`config.mk`:
```
export PLATFORM = sky130hd
export DESIGN_NAME = interlock_unit
export DESIGN_NICKNAME = d
export VERILOG_FILES = /design/src/rtl/interlock_pkg.sv /design/src/rtl/interlock_unit_hazard_compare.sv /design/src/rtl/interlock_unit.sv
export SDC_FILE = /design/constraint.sdc
export NUM_CORES = 1
export LEC_CHECK = 0
export ABC_AREA = 1
export CAP_MARGIN = 15
export CORE_UTILIZATION = 30
export CTS_BUF_LIST = sky130_fd_sc_hd__clkbuf_4 sky130_fd_sc_hd__clkbuf_8
export DETAILED_ROUTE_END_ITERATION = 16
export PLACE_DENSITY = 0.51
export RECOVER_POWER = 100
export SETUP_SLACK_MARGIN = 0.3
export SYNTH_ARGS = -nofsm -noshare
export SYNTH_HDL_FRONTEND = slang
export SYNTH_SLANG_ARGS = --single-unit
```
`constraint.sdc`:
```
create_clock -name clk -period 2.25 [get_ports clk]
set_clock_uncertainty 0.05 [all_clocks]
set_input_delay 0.3375 -clock clk [delete_from_list [all_inputs] [get_ports clk]]
set_output_delay 0.3375 -clock clk [all_outputs]
set_load 0.005 [all_outputs]
```
`src/rtl/interlock_pkg.sv`:
```
// ----------------------------------------------------------------------------
// interlock_pkg : shared state encodings and register-match helper   rev 1.0
// ----------------------------------------------------------------------------
`default_nettype none

package interlock_pkg;

  localparam logic [1:0] RUN   = 2'd0;
  localparam logic [1:0] SPLIT = 2'd1;
  localparam logic [1:0] FLUSH = 2'd2;

  typedef enum logic [1:0] {
    S_RUN   = RUN,
    S_SPLIT = SPLIT,
    S_FLUSH = FLUSH
  } state_e;

  // Widest register index the helper accepts; callers zero-extend into it.
  localparam int                 MATCH_W  = 32;
  localparam logic [MATCH_W-1:0] REG_ZERO = '0;

  function automatic logic reg_match(input logic [MATCH_W-1:0] a,
                                     input logic [MATCH_W-1:0] b);
    return (a == b) && (a != REG_ZERO);
  endfunction

endpackage

`default_nettype wire

```
`src/rtl/interlock_unit_hazard_compare.sv`:
```
// ----------------------------------------------------------------------------
// hazard_compare : load-use and intra-bundle RAW detection   rev 1.0
// ----------------------------------------------------------------------------
`default_nettype none

module hazard_compare
  import interlock_pkg::*;
#(
  parameter int REG_W = 3
) (
  input  logic             ex_memread1_i,
  input  logic [REG_W-1:0] ex_rd1_i,
  input  logic             ex_memread2_i,
  input  logic [REG_W-1:0] ex_rd2_i,
  input  logic [REG_W-1:0] id_rm1_i,
  input  logic [REG_W-1:0] id_rn1_i,
  input  logic             id_regwrite1_i,
  input  logic [REG_W-1:0] id_rd1_i,
  input  logic             id_valid2_i,
  input  logic [REG_W-1:0] id_rm2_i,
  input  logic [REG_W-1:0] id_rn2_i,
  output logic             lu_slot1_o,
  output logic             lu_slot2_o,
  output logic             raw_intra_o
);

  logic [REG_W-1:0] w_src [4];
  logic [3:0]       w_lu_src;

  assign w_src[0] = id_rm1_i;
  assign w_src[1] = id_rn1_i;
  assign w_src[2] = id_rm2_i;
  assign w_src[3] = id_rn2_i;

  genvar gi;
  for (gi = 0; gi < 4; gi++) begin : g_src
    assign w_lu_src[gi] =
        (ex_memread1_i && reg_match(MATCH_W'(ex_rd1_i), MATCH_W'(w_src[gi]))) ||
        (ex_memread2_i && reg_match(MATCH_W'(ex_rd2_i), MATCH_W'(w_src[gi])));
  end

  assign lu_slot1_o  = w_lu_src[0] | w_lu_src[1];
  assign lu_slot2_o  = id_valid2_i & (w_lu_src[2] | w_lu_src[3]);
  assign raw_intra_o = id_valid2_i && id_regwrite1_i &&
                       (reg_match(MATCH_W'(id_rd1_i), MATCH_W'(id_rm2_i)) ||
                        reg_match(MATCH_W'(id_rd1_i), MATCH_W'(id_rn2_i)));

endmodule

`default_nettype wire

```
`src/rtl/interlock_unit.sv`:
```
// ----------------------------------------------------------------------------
// interlock_unit : dual-issue pipeline stall / split / flush controller  rev 1.0
// ----------------------------------------------------------------------------
`default_nettype none

module interlock_unit
  import interlock_pkg::*;
#(
  parameter int REG_W        = 3,
  parameter int FLUSH_CYCLES = 2,
  parameter int CNT_W        = 16
) (
  input  logic             clk,
  input  logic             reset,
  input  logic             id_ex_memread1,
  input  logic [REG_W-1:0] id_ex_rd1,
  input  logic             id_ex_memread2,
  input  logic [REG_W-1:0] id_ex_rd2,
  input  logic [REG_W-1:0] if_id_rm1,
  input  logic [REG_W-1:0] if_id_rn1,
  input  logic             if_id_regwrite1,
  input  logic [REG_W-1:0] if_id_rd1,
  input  logic             if_id_valid2,
  input  logic [REG_W-1:0] if_id_rm2,
  input  logic [REG_W-1:0] if_id_rn2,
  input  logic             branch_taken,
  output logic             pc_write,
  output logic             if_id_write,
  output logic             if_id_flush,
  output logic             id_ex_bubble1,
  output logic             id_ex_bubble2,
  output logic [CNT_W-1:0] stall_count
);

  localparam int              FC_W      = (FLUSH_CYCLES > 1) ? $clog2(FLUSH_CYCLES) : 1;
  localparam logic [FC_W-1:0] C_FC_LOAD = FC_W'(FLUSH_CYCLES - 1);
  localparam logic [FC_W-1:0] C_FC_ONE  = FC_W'(1);

  state_e           state_q, state_d;
  logic [FC_W-1:0]  cnt_q, cnt_d;
  logic [CNT_W-1:0] stall_q;

  logic w_lu_slot1, w_lu_slot2, w_raw;

  hazard_compare #(.REG_W(REG_W)) u_cmp (
    .ex_memread1_i  (id_ex_memread1),
    .ex_rd1_i       (id_ex_rd1),
    .ex_memread2_i  (id_ex_memread2),
    .ex_rd2_i       (id_ex_rd2),
    .id_rm1_i       (if_id_rm1),
    .id_rn1_i       (if_id_rn1),
    .id_regwrite1_i (if_id_regwrite1),
    .id_rd1_i       (if_id_rd1),
    .id_valid2_i    (if_id_valid2),
    .id_rm2_i       (if_id_rm2),
    .id_rn2_i       (if_id_rn2),
    .lu_slot1_o     (w_lu_slot1),
    .lu_slot2_o     (w_lu_slot2),
    .raw_intra_o    (w_raw)
  );

  always_comb begin
    pc_write      = 1'b1;
    if_id_write   = 1'b1;
    if_id_flush   = 1'b0;
    id_ex_bubble1 = 1'b0;
    id_ex_bubble2 = 1'b0;
    state_d       = state_q;
    cnt_d         = cnt_q;

    case (state_q)
      S_RUN: begin
        if (branch_taken) begin
          if_id_flush   = 1'b1;
          id_ex_bubble1 = 1'b1;
          id_ex_bubble2 = 1'b1;
          if (FLUSH_CYCLES > 1) begin
            state_d = S_FLUSH;
            cnt_d   = C_FC_LOAD;
          end
        end else if (w_lu_slot1 || w_lu_slot2) begin
          pc_write      = 1'b0;
          if_id_write   = 1'b0;
          id_ex_bubble1 = 1'b1;
          id_ex_bubble2 = 1'b1;
        end else if (w_raw) begin
          pc_write      = 1'b0;
          if_id_write   = 1'b0;
          id_ex_bubble2 = 1'b1;
          state_d       = S_SPLIT;
        end
      end

      // Slot 1 already went down the pipe; only slot 2 remains to issue.
      S_SPLIT: begin
        id_ex_bubble1 = 1'b1;
        if (branch_taken) begin
          if_id_flush   = 1'b1;
          id_ex_bubble2 = 1'b1;
          if (FLUSH_CYCLES > 1) begin
            state_d = S_FLUSH;
            cnt_d   = C_FC_LOAD;
          end else begin
            state_d = S_RUN;
          end
        end else if (w_lu_slot2) begin
          pc_write      = 1'b0;
          if_id_write   = 1'b0;
          id_ex_bubble2 = 1'b1;
        end else begin
          state_d = S_RUN;
        end
      end

      S_FLUSH: begin
        if_id_flush   = 1'b1;
        id_ex_bubble1 = 1'b1;
        id_ex_bubble2 = 1'b1;
        if (cnt_q <= C_FC_ONE) begin
          cnt_d   = '0;
          state_d = S_RUN;
        end else begin
          cnt_d = cnt_q - C_FC_ONE;
        end
      end

      default: begin
        state_d = S_RUN;
        cnt_d   = '0;
      end
    endcase

    if (reset) begin
      pc_write      = 1'b0;
      if_id_write   = 1'b0;
      if_id_flush   = 1'b1;
      id_ex_bubble1 = 1'b1;
      id_ex_bubble2 = 1'b1;
    end
  end

  always_ff @(posedge clk or posedge reset) begin
    if (reset) begin
      state_q <= S_RUN;
      cnt_q   <= '0;
      stall_q <= '0;
    end else begin
      state_q <= state_d;
      cnt_q   <= cnt_d;
      if (!pc_write && (stall_q != {CNT_W{1'b1}})) begin
        stall_q <= stall_q + CNT_W'(1);
      end
    end
  end

  assign stall_count = stall_q;

endmodule

`default_nettype wire
```
# Word-level counts from Yosys, hierarchy flattened

Index checks and enable logic that the tools add are counted.

Magnitude comparators: 1
Multiplexer cells: 31
Add/subtract/negate cells: 2
Reductions and logical operators: 35
$mul: 0
Shift operators: 0
Bitwise operators: 3
Div/mod/pow operators: 0
Equality and inequality tests: 18

Operators by type and width:

| kind                  | number |
|---|---|
| $eq 3x3->1            | 10 |
| $logic_and 1x1->1     | 21 |
| $mux 1                | 19 |
| $add 16x1->16 const B | 1 |
| $ne 16x16->1 const B  | 1 |
| $mux 2                | 6 |
| $reduce_bool 3->1     | 3 |
| $pmux 1 s2            | 4 |
| $logic_or 1x1->1      | 6 |
| $ne 3x3->1 const B    | 2 |
| $pmux 2 s3            | 1 |
| $reduce_and 4->1      | 1 |
| $reduce_or 2->1       | 2 |
| $ne 3x2->1 const B    | 1 |
| $pmux 1 s3            | 1 |
| $eq 2x1->1 const B    | 1 |
| $eq 2x2->1 const B    | 1 |
| $logic_not 2->1       | 1 |
| $ne 2x1->1 const B    | 1 |
| $ne 2x2->1 const B    | 1 |
| $or 1x1->1            | 2 |
| $and 1x1->1           | 1 |
| $le 1x1->1 const B    | 1 |
| $logic_not 1->1       | 1 |
| $sub 1x1->1 const B   | 1 |

Bits in latches: 0
Input port bits: 28
Flip-flop bits (word level): 19
Memory bits (read-only): 0
Memories kept: 0
Logic and storage cells: 93
Memory bits (writable): 0

# Longest topological paths before layout

Gate-level depths: netlist of the first run.

Word-level depth: 13
Mapped depth: 16

# Cells and area by module

From an unflattened synthesis of the first run, not the netlist that was laid out.

Cell total of the unflattened synthesis: 274
Area total of the unflattened synthesis: 1761.7 sq um

By module, submodules not included:

| module         | area each (sq um) | instances | sequential area each (sq um) | cells an instance |
|---|---|---|---|---|
| interlock_unit | 1227.4            | 1         | 450.4                        | 183 |
| hazard_compare | 534.3             | 1         | 0.0                          | 91 |

# Least setup slack after synthesis of the first run

Ideal clock, no wire load.

Kind: input port to output port
Start point: input port id_ex_rd2[0]
End point: output port pc_write
Setup slack: 0.277 ns
Stages on the path: 13
Arrival: 1.585 ns
Path buffers: 3
Cell sequence: buf_2 xnor2_1 nand3_1 nand2_1 nand2_1 nand2_1 nand2_1 nand2_1 nand2_1 nand2_2 buf_2 inv_1 buf_4

Longest elaborated chain between the ends: 11

Ends and longest elaborated chain:

| what                                                   | line                                | RTL |
|---|---|---|
| from (decl)                                            | interlock_unit.sv:18                | `input logic [REG_W-1:0] id_ex_rd2,` |
| $eq 3x3->1 / $reduce_bool 3->1 (equally long branches) | interlock_pkg.sv:24                 | `return (a == b) && (a != REG_ZERO);` |
| $logic_and 1x1->1                                      | interlock_pkg.sv:24                 |  |
| $logic_and 1x1->1                                      | interlock_unit_hazard_compare.sv:39 | `(ex_memread2_i && reg_match(MATCH_W'(ex_rd2_i), MATCH_W'(w_src[gi])));` |
| $logic_or 1x1->1                                       | interlock_unit_hazard_compare.sv:38 | `(ex_memread1_i && reg_match(MATCH_W'(ex_rd1_i), MATCH_W'(w_src[gi]))) \|\|` |
| $or 1x1->1                                             | interlock_unit_hazard_compare.sv:43 | `assign lu_slot2_o = id_valid2_i & (w_lu_src[2] \| w_lu_src[3]);` |
| $and 1x1->1                                            | interlock_unit_hazard_compare.sv:43 |  |
| $logic_or 1x1->1                                       | interlock_unit.sv:81                | `end else if (w_lu_slot1 \|\| w_lu_slot2) begin` |
| $mux 1 (2 in series)                                   | -                                   |  |
| $pmux 1 s2 *                                           | -                                   |  |
| $mux 1 *                                               | -                                   |  |
| to (decl)                                              | interlock_unit.sv:27                | `output logic pc_write,` |

Mark *: on every way between the ends. The rest lies on a longest branch, timed or not.

# Worst setup path after layout of the first run

Start point: input port if_id_rd1[0]
End point: register stall_q[9], in the netlist stall_count[9]

Longest elaborated chain between the ends: 11

Ends and longest elaborated chain:

| what                                                   | line                                | RTL |
|---|---|---|
| from (decl)                                            | interlock_unit.sv:22                | `input logic [REG_W-1:0] if_id_rd1,` |
| $eq 3x3->1 / $reduce_bool 3->1 (equally long branches) | interlock_pkg.sv:24                 |  |
| $logic_and 1x1->1                                      | interlock_pkg.sv:24                 |  |
| $logic_or 1x1->1 *                                     | interlock_unit_hazard_compare.sv:45 | `(reg_match(MATCH_W'(id_rd1_i), MATCH_W'(id_rm2_i)) \|\|` |
| $logic_and 1x1->1 *                                    | interlock_unit_hazard_compare.sv:44 | `assign raw_intra_o = id_valid2_i && id_regwrite1_i &&` |
| $mux 1 *                                               | interlock_unit.sv:86                | `end else if (w_raw) begin` |
| $mux 1 *                                               | interlock_unit.sv:81                |  |
| $mux 1 *                                               | interlock_unit.sv:73                | `if (branch_taken) begin` |
| $pmux 1 s2 *                                           | interlock_unit.sv:71                | `case (state_q)` |
| $mux 1 *                                               | interlock_unit.sv:133               | `if (reset) begin` |
| $logic_not 1->1 *                                      | interlock_unit.sv:150               | `if (!pc_write && (stall_q != {CNT_W{1'b1}})) begin` |
| $logic_and 1x1->1 *                                    | interlock_unit.sv:150               |  |
| to (signal assigned)                                   | interlock_unit.sv:151               | `stall_q <= stall_q + CNT_W'(1);` |
| to (decl)                                              | interlock_unit.sv:41                | `logic [CNT_W-1:0] stall_q;` |

Marks and branches as above.
A chain may end at the register's enable or synchronous reset.

==> key figures, run 1 <==
Outcome
  • Outcome: finished, final reports clean

Synth
  • Warnings from Yosys: 0
  • Yosys reg bits: 18
  • XOR/XNOR Fraction of Synth Area: 16.8%
  • Post-Synth Adder-Cell Area: 3.00%
  • Simple-gate share of the synthesized area: 40.3%
  • Post-synth top area share: 27.0%
  • Synthesized netlist cell count: 255
  • Seq/Total Area, Yosys: 27.0%
  • Synth area leader: dfrtp_1
  • Mux cell area share after synthesis: 0%
  • Post-synthesis compound-gate area fraction: ~3.4%
  • Distinct cells, synth: 26
  • Mean area per synthesized cell: 6.55 um^2
  • Area contributors post-synth: dfrtp_1 27%, nand2_1 24%, xnor2_1 12%
  • Syn Nets: 287
  • Largest family of logic cells by synthesized area: simple AND/OR/NAND/NOR gates
  • Post-Syn Area: 1670 um^2

Critical path
  • CP Launch Type: primary input
  • Worst-path fanout max: 17
  • Setup CP Type: in2reg
  • Worst Setup End Kind: flop
  • WP data arrival: 2060 ps
  • Flop2flop setup slack: 340 ps
  • Worst path required time: 2360 ps

Placement
  • Final Wtd Congestion: 0.832
  • Port Buffer Count: 48
  • Pre-CTS WS: -492 ps
  • Post-DP HPWL: between 3000 and 4000 um

Floorplanning
  • Core ar.: about 5200 um^2
  • Die X: 76.6 um
  • Initial Utilization: a little under a third
  • Die ar.: 5870 um^2
  • Height of the chip: around 77 um
  • IO Pins: 49
  • FP Rows: 26

Clocking
  • CTS tree: built
  • H-tree Lvls: 1
  • CTS max path bufs: 2
  • Num CTS Buffers: 3
  • Worst-skew pair later-pin latency: 260 ps
  • Hold Buf Count CTS: 0
  • Root buf cell: clkbuf_8
  • Reg clk slew, reported paths: ~70 ps
  • TritonCTS Sinks: 18

Power
  • Lkg Pwr: 1.35 nW
  • Max IR drop VDD: 0.000293 V
  • PnR Total Power: 1.17 mW
  • PD cells: 475 nW/um^2

GRT
  • Number of global-route vias before repair: 1649
  • Overflow after GRT: 0
  • Largest net degree at the start of global routing: 19
  • Global-route wire length before repair: roughly 7300 um
  • Antenna violations before repair: 0
  • Gr usage total: 15.1%

Timing
  • Tcrit/Tclk final: 86.7%
  • Rel. slew slack: 32.9%
  • Minimum clock period: 1950 ps
  • RSZ-0062 raised after global routing: yes
  • Final Hold Vio Count: 0
  • Final setup margin: 298 ps
  • Max Slew Vio Count: 0
  • Final setup vio count: 0
  • Fmax: 0.512 GHz
  • Worst-Margin Slew: between 1000 and 1500 ps

Finish
  • Commonest cells after routing, fill and taps aside: 100 x nand2_1, 23 x inv_1, 19 x xnor2_1, 18 x dfrtp_1
  • Ant diodes: 0
  • Layout area overhead: 47.2%
  • Nets: between 300 and 400
  • Layout cells sized above 1: 28.2%
  • Commonest non-fill, non-tap cell in the layout: nand2_1

Route
  • Vias per cell: 4.44
  • Routed via count: 1728
  • DRC viols: 0
  • DR WL/cell: about 11 um
  • Drt pass-1 iters: 4
  • DRT antenna net count: 0
  • Total Routed Length: between 4000 and 5000 um
  • Drt initial violations: just over 70

Job
  • Max Cap Viol: 0

Min path
  • HP Class: reg2reg
## critical path: stages
cell             delay (ps)
clkdlybuf4s25_1         290
inv_2                    90
nand2_1                  50
nand2_1                  50
nand3_1                  70
nand2_1                  70
nand2_1                  60
nand3_1                  70
nand2_1                  50
nand2_1                  90
nand2_2                  50
nand2_1                 100
clkbuf_4                360
nand2_8                 150
nand2_1                 110
nand2_2                  50
## routing by layer
layer / global-route usage (%) / part of all wire, % / vias to the layer above
met2: 25.8 / 47 / 27
li1: - / - / 916
met4: 2.50 / 0.24 / 0
met1: 19.6 / 50 / 782
met5: 0 / 0 / -
met3: 3.23 / 2.6 / 3
## report_power, final
group	switching (mW)	total, mW	internal, mW
clock	0.117	0.272	0.156
sequential	0.0571	0.425	0.368
combinational	0.227	0.469	0.242
total	0.401	1.17	0.766
## registers in the layout, summed over array words and instances, names as in the netlist
register and count:
stall_count 16, state_q 2
## metrics by stage
stage / instances / area, um^2 / hold slack, ps / utilization [%] / TNS, ps
2_1_floorplan: 255 / 1670 / 251 / - / 0
5_1_grt: 389 / 2460 / 493 / 46.9 / 0
6_report: 389 / 2460 / 478 / 46.9 / 0
4_1_cts: 386 / 2370 / 469 / 45.3 / 0
3_5_place_dp: 374 / 2250 / 452 / 43.0 / -6140
3_3_place_gp: 374 / 2250 / 445 / 43.0 / -5570
## synthesized netlist by cell type
cell,count
buf_6,1
nand3_1,30
o21bai_1,1
a21o_1,1
nand3_2,1
nor3_4,1
buf_4,1
and3_2,1
ha_1,4
o21ai_0,4
xnor2_1,22
dfrtp_1,18
nand2_1,105
nand4_1,1
xor2_1,10
buf_2,4
a21oi_1,2
nor2_1,7
inv_1,26
nand3_4,1
nor3_1,2
inv_2,6
nor2_4,1
nand2_4,1
a31oi_1,2
nand2_2,2
## what timing repair did
action                     4_1_cts  5_1_grt
cloned                           0        0
setup buffers                    8        3
pin swaps                       17       26
gates resized for setup         66       76
hold endpoints to repair         0        0
setup endpoints to repair       21       20
## layout make-up
cell class | count | area [um^2]
Multi-Input combinational cell | 199 | 1230
Clock buffer | 4 | 55.1
Timing Repair Buffer | 66 | 512
Inverter | 32 | 120
Tap cell | 70 | 87.6
Sequential cell | 18 | 450
Fill cell | 564 | 2780
## final timing paths
path                                            startpoint                         end  cells after the start
worst max-delay path                          if_id_rd1[0]  stall_count[9]$_DFFE_PP0P_                     16
min in group asynchronous                            reset  stall_count[6]$_DFFE_PP0P_                      3
max in group asynchronous                            reset  stall_count[1]$_DFFE_PP0P_                      3
worst min register to register      state_q[1]$_DFFE_PP0P_      state_q[1]$_DFFE_PP0P_                      2
worst max register to register  stall_count[1]$_DFFE_PP0P_  stall_count[9]$_DFFE_PP0P_                     10
worst min-delay path                state_q[1]$_DFFE_PP0P_      state_q[1]$_DFFE_PP0P_                      2
## logic make-up after synthesis
kind of cell	Yosys count
AO/OA/AOI/OAI	10
XOR/XNOR	32
adder cells (fa/ha/maj)	4
buffers and inverters	38
flip-flops	18
AND/OR/NAND/NOR	153
(Power assumes the default switching activity.)
==> run 2: changes to the inputs <==
--- a/config.mk
+++ b/config.mk
@@ -10,7 +10,7 @@
 export CORE_UTILIZATION = 30
 export CTS_BUF_LIST = sky130_fd_sc_hd__clkbuf_4 sky130_fd_sc_hd__clkbuf_8
 export DETAILED_ROUTE_END_ITERATION = 16
-export PLACE_DENSITY = 0.51
+export PLACE_DENSITY_LB_ADDON = 0.1
 export RECOVER_POWER = 100
 export SETUP_SLACK_MARGIN = 0.3
 export SYNTH_ARGS = -nofsm -noshare
==> key figures, run 2 (same netlist as run 1, synthesis figures left out) <==
Clocking
  • CTS tree: built
  • TritonCTS Sinks: 18
  • Root buf cell: clkbuf_8
  • Hold Buf Count CTS: 0
  • Num CTS Buffers: 3
  • H-tree Lvls: 1
  • Reg clk slew, reported paths: 70 ps
  • CTS max path bufs: 2
  • Worst-skew pair later-pin latency: 260 ps

Route
  • Max Used Layer: met3
  • Routed via count: 1806
  • DR WL met2: about 2400 um
  • DRC viols: 0
  • Drt initial violations: between 50 and 60
  • Total Routed Length: 4780 um
  • Drt pass-1 iters: 4
  • DR WL/cell: 11.8 um
  • Wl on met1: 2260 um
  • DRT antenna net count: 0
  • Met3 wire length: 124 um
  • Vias per cell: 4.45

Min path
  • Min-delay src: state_q[1]$_DFFE_PP0P_
  • HP Class: reg2reg
  • Hold Path Sink: state_q[1]$_DFFE_PP0P_
  • Worst Hold Path Cells: 2

Critical path
  • Worst Setup End Kind: output pin
  • WP data arrival: around 1600 ps
  • Top cell family by delay on the critical path: simple AND/OR/NAND/NOR gates
  • Worst path required time: 1860 ps
  • R2r worst-path depth: 11
  • Worst Path Buf+Inv: 3
  • CP Launch Type: primary input
  • Max incr delay on CP: 130 ps
  • CP startpoint: if_id_rn2[2]
  • Sequence of cells on the critical path: buf_4, xnor2_1, nand3_1, nand2_1, nand2_1, nand2_1, nand2_1, nand2_2, buf_4, o21ai_2, nand2_1, nand2_1, nand2_1, buf_2
  • Setup CP Type: in2out
  • FF-to-FF End: stall_count[9]$_DFFE_PP0P_
  • Worst-path fanout max: 3
  • Crit path depth: 14
  • Slowest cell on crit path: buf_4
  • Flop2flop setup slack: about 340 ps
  • RR Startpoint: state_q[0]$_DFFE_PP0P_
  • CP most frequent cell: nand2_1

Finish
  • Commonest cells after routing, fill and taps aside: 91 x nand2_1, 24 x buf_6, 19 x buf_4
  • Filler cells: 507
  • Post-route insts no fill: 406
  • Commonest non-fill, non-tap cell in the layout: nand2_1
  • Max FFs per register: 16
  • Ant diodes: 0
  • Design area: 2870 um^2
  • Final core area utilization: approximately 55%
  • Layout cells sized above 1: 39.3%
  • Layout area overhead: 72.1%
  • Nets: 369

GRT
  • Overflow after GRT: 0
  • Antenna violations before repair: 0
  • Largest net degree at the start of global routing: 19
  • Gr usage total: around 15%
  • Number of global-route vias before repair: 1584
  • Global-route wire length before repair: 7310 um

Power
  • Max IR drop VDD: 0.000235 V
  • PD cells: between 400 and 500 nW/um^2
  • Lkg Pwr: 1.50 nW

Timing
  • Rel. slew slack: 33.2%
  • Worst-Margin Slew: 1000 ps
  • Minimum clock period: 1950 ps
  • Hold Slack: 484 ps
  • Tcrit/Tclk final: approximately 87%
  • Max Slew Vio Count: 0
  • Final Hold Vio Count: 0
  • RSZ-0062 raised after global routing: yes
  • Setup_tns: 0 ps
  • Final setup vio count: 0
  • Fmax: 0.513 GHz

Job
  • Max Cap Viol: 0

Outcome
  • Outcome: finished, final reports clean

Placement
  • Placed inst area: 2250 um^2
  • Port Buffer Count: 48
  • Post-DP HPWL: between 3000 and 4000 um
  • Final Wtd Congestion: approximately 0.8
  • Dpl cells: between 300 and 400

Floorplanning
  • Initial Utilization: about a third
  • FP Rows: 26
  • Die ar.: approximately 6000 um^2
  • Height of the chip: 76.6 um
  • Die X: 76.6 um
  • Core ar.: 5240 um^2
  • IO Pins: 49
[run 2: worst max path at each step]
stage / end / slack [ps]
finish: id_ex_bubble1 / 300
CTS: state_q[1]$_DFFE_PP0P_ / 240
global route: stall_count[3]$_DFFE_PP0P_ / 130
global placement: id_ex_bubble2 / -490
floorplan: pc_write / 320
detailed placement: id_ex_bubble1 / -480
[run 2: per-stage QoR]
stage               total power, mW  setup slack [ps]
finish                         1.30               301
global route                   1.40               131
CTS                            1.20               238
detailed placement            0.869              -475
global placement              0.868              -488
floorplan                     0.654               319
[run 2: power breakdown]
part / leakage [nW] / switching, mW / internal, mW
combinational: 1.23 / 0.259 / 0.339
clock: 0.0288 / 0.118 / 0.156
sequential: 0.241 / 0.0587 / 0.368
[run 2: what timing repair did]
item	CTS	global route
gates cloned	0	0
hold endpoints to repair	0	0
buffers inserted	19	9
pin swaps	19	36
gates resized for setup	94	152
setup endpoints to repair	21	22
[run 2: layout make-up]
class / count / area (um^2) / share of cell area, %
timing repair buffer: 83 / 817 / 28.4
clock buffer: 4 / 55.1 / 1.92
sequential: 18 / 452 / 15.7
tap: 70 / 87.6 / 3.05
inverter: 32 / 133 / 4.61
multi-input combinational: 199 / 1330 / 46.3
[run 2: worst min-delay path: stages, from the launching register on]
cell and delay, ps:
dfrtp_1 390, nand2_1 70, nand2_1 40
[run 2: per-layer routing]
metal	up-vias	global-route usage [%]
met1	825	21.8
met4	0	1.73
met3	0	2.63
met2	23	24.4
met5	-	0
li1	958	-
